File: config.mk
export PLATFORM = sky130hd
export DESIGN_NAME = pattern_tx_flat
export DESIGN_NICKNAME = d
export VERILOG_FILES = /design/src/rtl/pattern_tx_pkg.sv /design/src/rtl/pattern_tx_if.sv /design/src/rtl/pattern_tx_shreg.sv /design/src/rtl/pattern_tx.sv /design/src/flat_wrapper.sv
export SDC_FILE = /design/constraint.sdc
export NUM_CORES = 1
export LEC_CHECK = 0
export ABC_AREA = 0
export BUFFER_PORTS_ARGS = -buffer_cell sky130_fd_sc_hd__buf_2
export CAP_MARGIN = 25
export CORE_UTILIZATION = 55
export CTS_CLUSTER_SIZE = 12
export DETAILED_ROUTE_END_ITERATION = 10
export GPL_TIMING_DRIVEN = 0
export PLACE_DENSITY = 0.77
export SETUP_SLACK_MARGIN = 0.5
export SLEW_MARGIN = 25
export SYNTH_ARGS = -nofsm -noshare
export SYNTH_HDL_FRONTEND = slang
export SYNTH_HIERARCHICAL = 1
export SYNTH_SLANG_ARGS = --single-unit
File: constraint.sdc
create_clock -name clk -period 2 [get_ports clk]
set_input_delay 0.2 -clock clk [delete_from_list [all_inputs] [get_ports clk]]
set_output_delay 0.2 -clock clk [all_outputs]
set_load 0.01 [all_outputs]
File: src/rtl/pattern_tx_pkg.sv
// Shared types and default parameter values for the pattern transmitter.
package pattern_tx_pkg;

    localparam int         PAT_W_DEFAULT   = 4;
    localparam int         CNT_W_DEFAULT   = 4;
    localparam int         GAP_DEFAULT     = 1;
    localparam logic [3:0] DEF_PAT_DEFAULT = 4'b1010;

    typedef enum logic [1:0] {
        S_IDLE,
        S_SEND,
        S_GAP,
        S_DONE
    } state_t;

endpackage

File: src/rtl/pattern_tx_if.sv
// Control/status bundle between a requester (master) and the pattern transmitter (slave).
interface pattern_tx_if
    import pattern_tx_pkg::*;
#(
    parameter int PAT_W = PAT_W_DEFAULT,
    parameter int CNT_W = CNT_W_DEFAULT
) ();

    logic             start;
    logic             use_def;
    logic [PAT_W-1:0] pattern;
    logic [CNT_W-1:0] count;
    logic             abort;
    logic             x;
    logic             x_valid;
    logic             busy;
    logic             done;

    modport master (
        output start, use_def, pattern, count, abort,
        input  x, x_valid, busy, done
    );

    modport slave (
        input  start, use_def, pattern, count, abort,
        output x, x_valid, busy, done
    );

endinterface

File: src/rtl/pattern_tx_shreg.sv
// Rotating MSB-first shift register that keeps a saved copy of the loaded pattern.
// Loads and reloads pre-rotate by one because the MSB is emitted in the same edge.
module pattern_tx_shreg #(
    parameter int PAT_W = 4
) (
    input  logic             clk,
    input  logic             rst,
    input  logic             load,
    input  logic             shift,
    input  logic             reload,
    input  logic [PAT_W-1:0] din,
    output logic             msb,
    output logic             first
);

    logic [PAT_W-1:0] data;
    logic [PAT_W-1:0] saved;

    // Rotate left by one; degenerates to identity when PAT_W is 1.
    function automatic logic [PAT_W-1:0] rotl(input logic [PAT_W-1:0] v);
        return (v << 1) | (v >> (PAT_W - 1));
    endfunction

    always_ff @(posedge clk or posedge rst) begin
        if (rst) begin
            data  <= '0;
            saved <= '0;
        end else if (load) begin
            saved <= din;
            data  <= rotl(din);
        end else if (reload) begin
            data <= rotl(saved);
        end else if (shift) begin
            data <= rotl(data);
        end
    end

    assign msb   = data[PAT_W-1];
    assign first = saved[PAT_W-1];

endmodule

File: src/rtl/pattern_tx.sv
// Serial pattern transmitter: sends a latched pattern MSB first, a given number of
// times, with optional idle gaps between repetitions.
module pattern_tx
    import pattern_tx_pkg::*;
#(
    parameter int               PAT_W   = PAT_W_DEFAULT,
    parameter int               CNT_W   = CNT_W_DEFAULT,
    parameter int               GAP     = GAP_DEFAULT,
    parameter logic [PAT_W-1:0] DEF_PAT = PAT_W'(DEF_PAT_DEFAULT)
) (
    input logic        clk,
    input logic        rst,
    pattern_tx_if.slave bus
);

    localparam int IDX_W = (PAT_W > 1) ? $clog2(PAT_W) : 1;
    localparam int GAP_W = (GAP > 1) ? $clog2(GAP) : 1;
    localparam logic [IDX_W-1:0] LAST_IDX  = IDX_W'(PAT_W - 1);
    localparam logic [GAP_W-1:0] LAST_GAP  = GAP_W'((GAP > 0) ? GAP - 1 : 0);
    localparam bit               BACK2BACK = (GAP == 0);

    state_t           state;
    logic [IDX_W-1:0] bit_idx;
    logic [CNT_W-1:0] reps;
    logic [GAP_W-1:0] gap_cnt;
    logic             x_q;
    logic             valid_q;
    logic             busy_q;
    logic             done_q;

    logic [PAT_W-1:0] sel_pat;
    logic             at_last;
    logic             more_reps;
    logic             sh_load;
    logic             sh_shift;
    logic             sh_reload;
    logic             sh_msb;
    logic             sh_first;

    // Shift register strobes mirror the FSM transitions below.
    always_comb begin
        sel_pat   = bus.use_def ? DEF_PAT : bus.pattern;
        at_last   = (bit_idx == LAST_IDX);
        more_reps = (reps > CNT_W'(1));
        sh_load   = !bus.abort && (state == S_IDLE) && bus.start && (bus.count != '0);
        sh_shift  = !bus.abort && (state == S_SEND) && !at_last;
        sh_reload = !bus.abort &&
                    (((state == S_SEND) && at_last && more_reps && BACK2BACK) ||
                     ((state == S_GAP) && (gap_cnt == LAST_GAP)));
    end

    pattern_tx_shreg #(.PAT_W(PAT_W)) u_shreg (
        .clk    (clk),
        .rst    (rst),
        .load   (sh_load),
        .shift  (sh_shift),
        .reload (sh_reload),
        .din    (sel_pat),
        .msb    (sh_msb),
        .first  (sh_first)
    );

    // Outputs default low each cycle; only SEND-bound transitions raise x_valid.
    always_ff @(posedge clk or posedge rst) begin
        if (rst) begin
            state   <= S_IDLE;
            bit_idx <= '0;
            reps    <= '0;
            gap_cnt <= '0;
            x_q     <= 1'b0;
            valid_q <= 1'b0;
            busy_q  <= 1'b0;
            done_q  <= 1'b0;
        end else begin
            x_q     <= 1'b0;
            valid_q <= 1'b0;
            done_q  <= 1'b0;
            if (bus.abort) begin
                state   <= S_IDLE;
                bit_idx <= '0;
                reps    <= '0;
                gap_cnt <= '0;
                busy_q  <= 1'b0;
            end else begin
                case (state)
                    S_IDLE: begin
                        if (bus.start) begin
                            busy_q  <= 1'b1;
                            bit_idx <= '0;
                            if (bus.count != '0) begin
                                state   <= S_SEND;
                                reps    <= bus.count;
                                x_q     <= sel_pat[PAT_W-1];
                                valid_q <= 1'b1;
                            end else begin
                                state  <= S_DONE;
                                done_q <= 1'b1;
                            end
                        end
                    end
                    S_SEND: begin
                        if (!at_last) begin
                            bit_idx <= bit_idx + 1'b1;
                            x_q     <= sh_msb;
                            valid_q <= 1'b1;
                        end else if (more_reps) begin
                            reps    <= reps - 1'b1;
                            bit_idx <= '0;
                            if (BACK2BACK) begin
                                x_q     <= sh_first;
                                valid_q <= 1'b1;
                            end else begin
                                state   <= S_GAP;
                                gap_cnt <= '0;
                            end
                        end else begin
                            reps   <= '0;
                            state  <= S_DONE;
                            done_q <= 1'b1;
                        end
                    end
                    S_GAP: begin
                        if (gap_cnt == LAST_GAP) begin
                            state   <= S_SEND;
                            gap_cnt <= '0;
                            x_q     <= sh_first;
                            valid_q <= 1'b1;
                        end else begin
                            gap_cnt <= gap_cnt + 1'b1;
                        end
                    end
                    S_DONE: begin
                        state  <= S_IDLE;
                        busy_q <= 1'b0;
                    end
                    default: begin
                        state  <= S_IDLE;
                        busy_q <= 1'b0;
                    end
                endcase
            end
        end
    end

    assign bus.x       = x_q;
    assign bus.x_valid = valid_q;
    assign bus.busy    = busy_q;
    assign bus.done    = done_q;

endmodule

File: src/flat_wrapper.sv
// flat-port wrapper written by rule: the top's interface ports become plain ports
module pattern_tx_flat import pattern_tx_pkg::*;
#(
    parameter int               PAT_W   = PAT_W_DEFAULT,
    parameter int               CNT_W   = CNT_W_DEFAULT,
    parameter int               GAP     = GAP_DEFAULT,
    parameter logic [PAT_W-1:0] DEF_PAT = PAT_W'(DEF_PAT_DEFAULT)
)
  (clk, rst, bus_start, bus_use_def, bus_pattern, bus_count, bus_abort, bus_x, bus_x_valid, bus_busy, bus_done);
  pattern_tx_if #(.PAT_W(PAT_W), .CNT_W(CNT_W)) bus_i ();
  input logic clk;
  input logic rst;
  input wire logic [$bits(bus_i.start)-1:0] bus_start;
  input wire logic [$bits(bus_i.use_def)-1:0] bus_use_def;
  input wire logic [$bits(bus_i.pattern)-1:0] bus_pattern;
  input wire logic [$bits(bus_i.count)-1:0] bus_count;
  input wire logic [$bits(bus_i.abort)-1:0] bus_abort;
  output wire logic [$bits(bus_i.x)-1:0] bus_x;
  output wire logic [$bits(bus_i.x_valid)-1:0] bus_x_valid;
  output wire logic [$bits(bus_i.busy)-1:0] bus_busy;
  output wire logic [$bits(bus_i.done)-1:0] bus_done;
  assign bus_i.start = bus_start;
  assign bus_i.use_def = bus_use_def;
  assign bus_i.pattern = bus_pattern;
  assign bus_i.count = bus_count;
  assign bus_i.abort = bus_abort;
  assign bus_x = bus_i.x;
  assign bus_x_valid = bus_i.x_valid;
  assign bus_busy = bus_i.busy;
  assign bus_done = bus_i.done;
  pattern_tx #(.PAT_W(PAT_W), .CNT_W(CNT_W), .GAP(GAP), .DEF_PAT(DEF_PAT)) u_core (.clk(clk), .rst(rst), .bus(bus_i));
endmodule
==> out/results.txt <==
The flow ran to the end, and the final reports show no timing, DRC or antenna violations. In the synthesized netlist, the number of instances is 125. The tool flagged a number of max-cap violations equal to 0.

The largest net degree at the start of global routing is 13. The post-synthesis average cell area was 9.47 µm²; the number of detailed-route iterations in the first pass was 4. The maximum fanout along the worst path is 6, and the number of buffers on the longest clock path is 2. The tools report the minimum hold slack as 0.210 ns.

In this run the worst setup path begins at u_core/reps[0]. The post-route netlist has 48.8% of its cells at a drive strength greater than 1. The clock arrives with 0.00589 ns of skew. For the pin with the worst max-slew slack, the measured transition is 0.473 ns. The floorplan die height was 48.4 µm; the post-synthesis register bit count was 20.

The worst reg-to-reg setup slack was 0.30 ns. The startpoint identified for the worst hold timing path is bus_use_def. The floorplan step defined a die boundary enclosing 0.00234 mm². The share of the Yosys chip area taken by registers is 42.3%.

Power spread over the standard cell area amounts to 603 mW/mm². The repair_antennas step left the layout with diodes totalling 0. The area share of the largest cell type after synthesis was 42.3%. The maximum level of the CTS H-tree was 1. For the post-route core utilization, the log shows 81.4%. For this design, the sink count on the clock tree is 20.

For the finished layout, the period the worst path requires is 1.70 ns. Total power for the finished layout comes to 0.983 mW. STA classifies the critical path endpoint as a flip-flop. Setup total negative slack on the finished layout was measured at 0 ns. The final layout contains 186 nets. The run gives 0.30 ns as the clock latency at the later pin of the worst-skew pair. The initial utilization of the core area, before any placement, comes to 59.1%. The placement-stage worst setup slack was 0.264 ns; the core area was 0.00200 mm². TritonCTS built the clock tree. By area the synthesized netlist is led by sky130_fd_sc_hd__dfrtp_1 (42%), sky130_fd_sc_hd__nor2_1 (5.1%), sky130_fd_sc_hd__buf_6 (3.8%), sky130_fd_sc_hd__inv_1 (3.5%), sky130_fd_sc_hd__a21oi_1 (3.4%). The dominant register cell in the synthesized netlist is sky130_fd_sc_hd__dfrtp_1.

The aggregate global-route resource usage came out at 24.2%. The post-detailed-route count of antenna-violating nets came out at 0. The tools report the post-detailed-placement half-perimeter wirelength as 1700 µm.

The number of distinct library cells after synthesis came out at 43. The commonest cells after synthesis are sky130_fd_sc_hd__dfrtp_1 (20), sky130_fd_sc_hd__nor2_1 (16), sky130_fd_sc_hd__inv_1 (11). The average detailed-routed wire length per instance came out at 17.2 µm. The CTS root buffer is sky130_fd_sc_hd__clkbuf_4. The tools report the final hold violation count as 0. VDD sags by at most 489 µV. When the netlist entered floorplanning its net count stood at 141. The routed layout has 1171 vias. Relative to the synthesized area, the layout overhead comes to 37.6%. The synthesized design contains 0 enable-type register cells. Routability-driven placement finished with a final weighted congestion of 0.827.

The worst pin sits at a relative slew slack of 68.4%. At the worst endpoint, the required time is 2.18 ns. The via count of the first global-routing pass was 1003; the initial antenna violation count was 0. The detailed router finished its first iteration with 43 violations. Once routing completed, OpenROAD measured the worst setup slack at 0.298 ns.

Count of boundary I/O pins: 17. The placed instances occupy a cell area of 0.00131 mm². Setup violations remaining at the end of the flow were counted as 0. The number of warnings reported in the yosys synthesis log was 6; the overall overflow remaining after global route was 0. Data on the critical path arrives at its endpoint at 1.88 ns.

Yosys instantiated no cell more often than sky130_fd_sc_hd__dfrtp_1. In the synthesized netlist the async set-or-reset flop fraction comes to 100%. The worst setup path is launched from a flip-flop. Port buffering added 15 buffers. The count of cells in the finished layout, fillers not included, comes to 195. The tools report the total length of routed wires as 3350 µm. The die is 48.4 µm wide.

The number of vias per cell is 6.01, and the number of buffers created by CTS is 3. Clock-pin slew of the registers on the worst-case setup and hold paths: 0.11 ns. Hold path endpoint: u_core/u_shreg/data[1]. In this run the critical register-to-register path is launched from u_core/reps[0]. The number of cells in the design after placement is 167. The leakage power summed over all cells came out at 0.752 nW.

The share of the clock period used by the worst path came out at 85.1%. The critical path in this run is classified as reg -> reg. The leading area contributor after synthesis was sky130_fd_sc_hd__dfrtp_1. The worst hold path passes through 4 cells. The first global-routing pass estimated 4430 µm of wire. The placement row count is 16.

The max-slew violation count is 0. The worst hold path belongs to the class in -> reg. The synthesized netlist occupies a cell area of 0.00118 mm². Setup repair after global routing could not meet its margin everywhere.

The logs give 0.00163 mm² for the final design area excluding fillers and 0.587 GHz for the top achievable clock speed. The critical register-to-register path endpoint is u_core/reps[0]. The final routed DRC violation total was 0.

For the worst flop-to-flop path, the logic depth is 7.
## final cells by class
type / instances / area, µm²
multi-input cells: 86 / 683
clock buffers: 3 / 22.5
inverters: 11 / 41.3
plain buffers: 8 / 77.6
well taps: 27 / 33.8
repair buffers: 40 / 270
flip-flops and latches: 20 / 500
fillers: 135 / 373
## timing repair
item	in CTS	in global routing
pin swaps	5	4
setup buffers	9	13
hold buffers	1	0
setup endpoints to repair	15	15
cloned	0	2
resized for setup	8	19
hold endpoints to repair	20	0
## placed cells by master, fill, tap and decap left out, types with 2 or more instances in the layout
cell | synthesis | routed
sky130_fd_sc_hd__buf_4 | 1 | 21
sky130_fd_sc_hd__dfrtp_1 | 20 | 20
sky130_fd_sc_hd__buf_2 | 1 | 17
sky130_fd_sc_hd__nor2_1 | 16 | 14
sky130_fd_sc_hd__buf_6 | 4 | 8
sky130_fd_sc_hd__inv_1 | 11 | 8
sky130_fd_sc_hd__a21oi_1 | 8 | 7
sky130_fd_sc_hd__nand2_1 | 7 | 6
sky130_fd_sc_hd__o21ai_0 | 5 | 5
sky130_fd_sc_hd__a221o_1 | 4 | 4
sky130_fd_sc_hd__clkbuf_4 | 0 | 3
sky130_fd_sc_hd__inv_2 | 0 | 3
sky130_fd_sc_hd__a22oi_1 | 3 | 3
sky130_fd_sc_hd__o32ai_1 | 4 | 3
sky130_fd_sc_hd__nor3_1 | 6 | 3
sky130_fd_sc_hd__nor3_4 | 0 | 3
sky130_fd_sc_hd__nand2_2 | 1 | 2
sky130_fd_sc_hd__a21oi_2 | 1 | 2
sky130_fd_sc_hd__nor2_2 | 0 | 2
sky130_fd_sc_hd__or3_4 | 1 | 2
sky130_fd_sc_hd__nor2b_1 | 2 | 2
sky130_fd_sc_hd__or2_2 | 2 | 2
sky130_fd_sc_hd__a211oi_2 | 2 | 2
sky130_fd_sc_hd__ha_4 | 0 | 2
## worst max path at each step
stage,depth (start not counted),to
after global routing,7,u_core/reps[0]
after CTS,7,u_core/state[0]
final,7,u_core/reps[0]
after global placement,7,u_core/u_shreg/data[1]
after detailed placement,7,u_core/u_shreg/data[1]
after floorplan,7,u_core/state[0]
## worst max-delay path: stages, from the launching register on
cell and delay, ns:
sky130_fd_sc_hd__dfrtp_1 0.45, sky130_fd_sc_hd__buf_6 0.13, sky130_fd_sc_hd__ha_4 0.12, sky130_fd_sc_hd__nor2_2 0.04, sky130_fd_sc_hd__or3_4 0.33, sky130_fd_sc_hd__buf_6 0.15, sky130_fd_sc_hd__a22oi_1 0.21, sky130_fd_sc_hd__o32ai_2 0.14
## sequential cells by signal, summed over array words and instances (netlist names)
name,count
u_core/reps,4
u_core/u_shreg/data,4
u_core/u_shreg/saved,4
u_core/bit_idx,2
u_core/state,2
u_core/bus.busy,1
u_core/bus.done,1
u_core/bus.x,1
u_core/bus.x_valid,1
## logic make-up after synthesis
kind of cell | after synthesis | share of synthesized area (%)
AO/OA/AOI/OAI | 36 | 23.0
XOR/XNOR | 1 | 0.740
adder cells (fa/ha/maj) | 3 | 3.17
buffers and inverters | 19 | 9.09
flip-flops | 20 | 42.3
multiplexers | 1 | 0.846
AND/OR/NAND/NOR | 45 | 20.8
## layer usage
layer / up-vias / track usage (%) / routed length (µm)
met4: 0 / 11.8 / 65
met2: 66 / 41.3 / 1750
li1: 532 / - / -
met1: 563 / 30.4 / 1320
met3: 10 / 3.14 / 206
met5: - / 0 / 0
## where the power goes
group,leakage [nW],internal (mW),switching [mW]
registers,0.256,0.451,0.0305
clock network,0.0138,0.0703,0.121
logic,0.483,0.153,0.156
No activity file was read; power rests on OpenSTA's default activity.
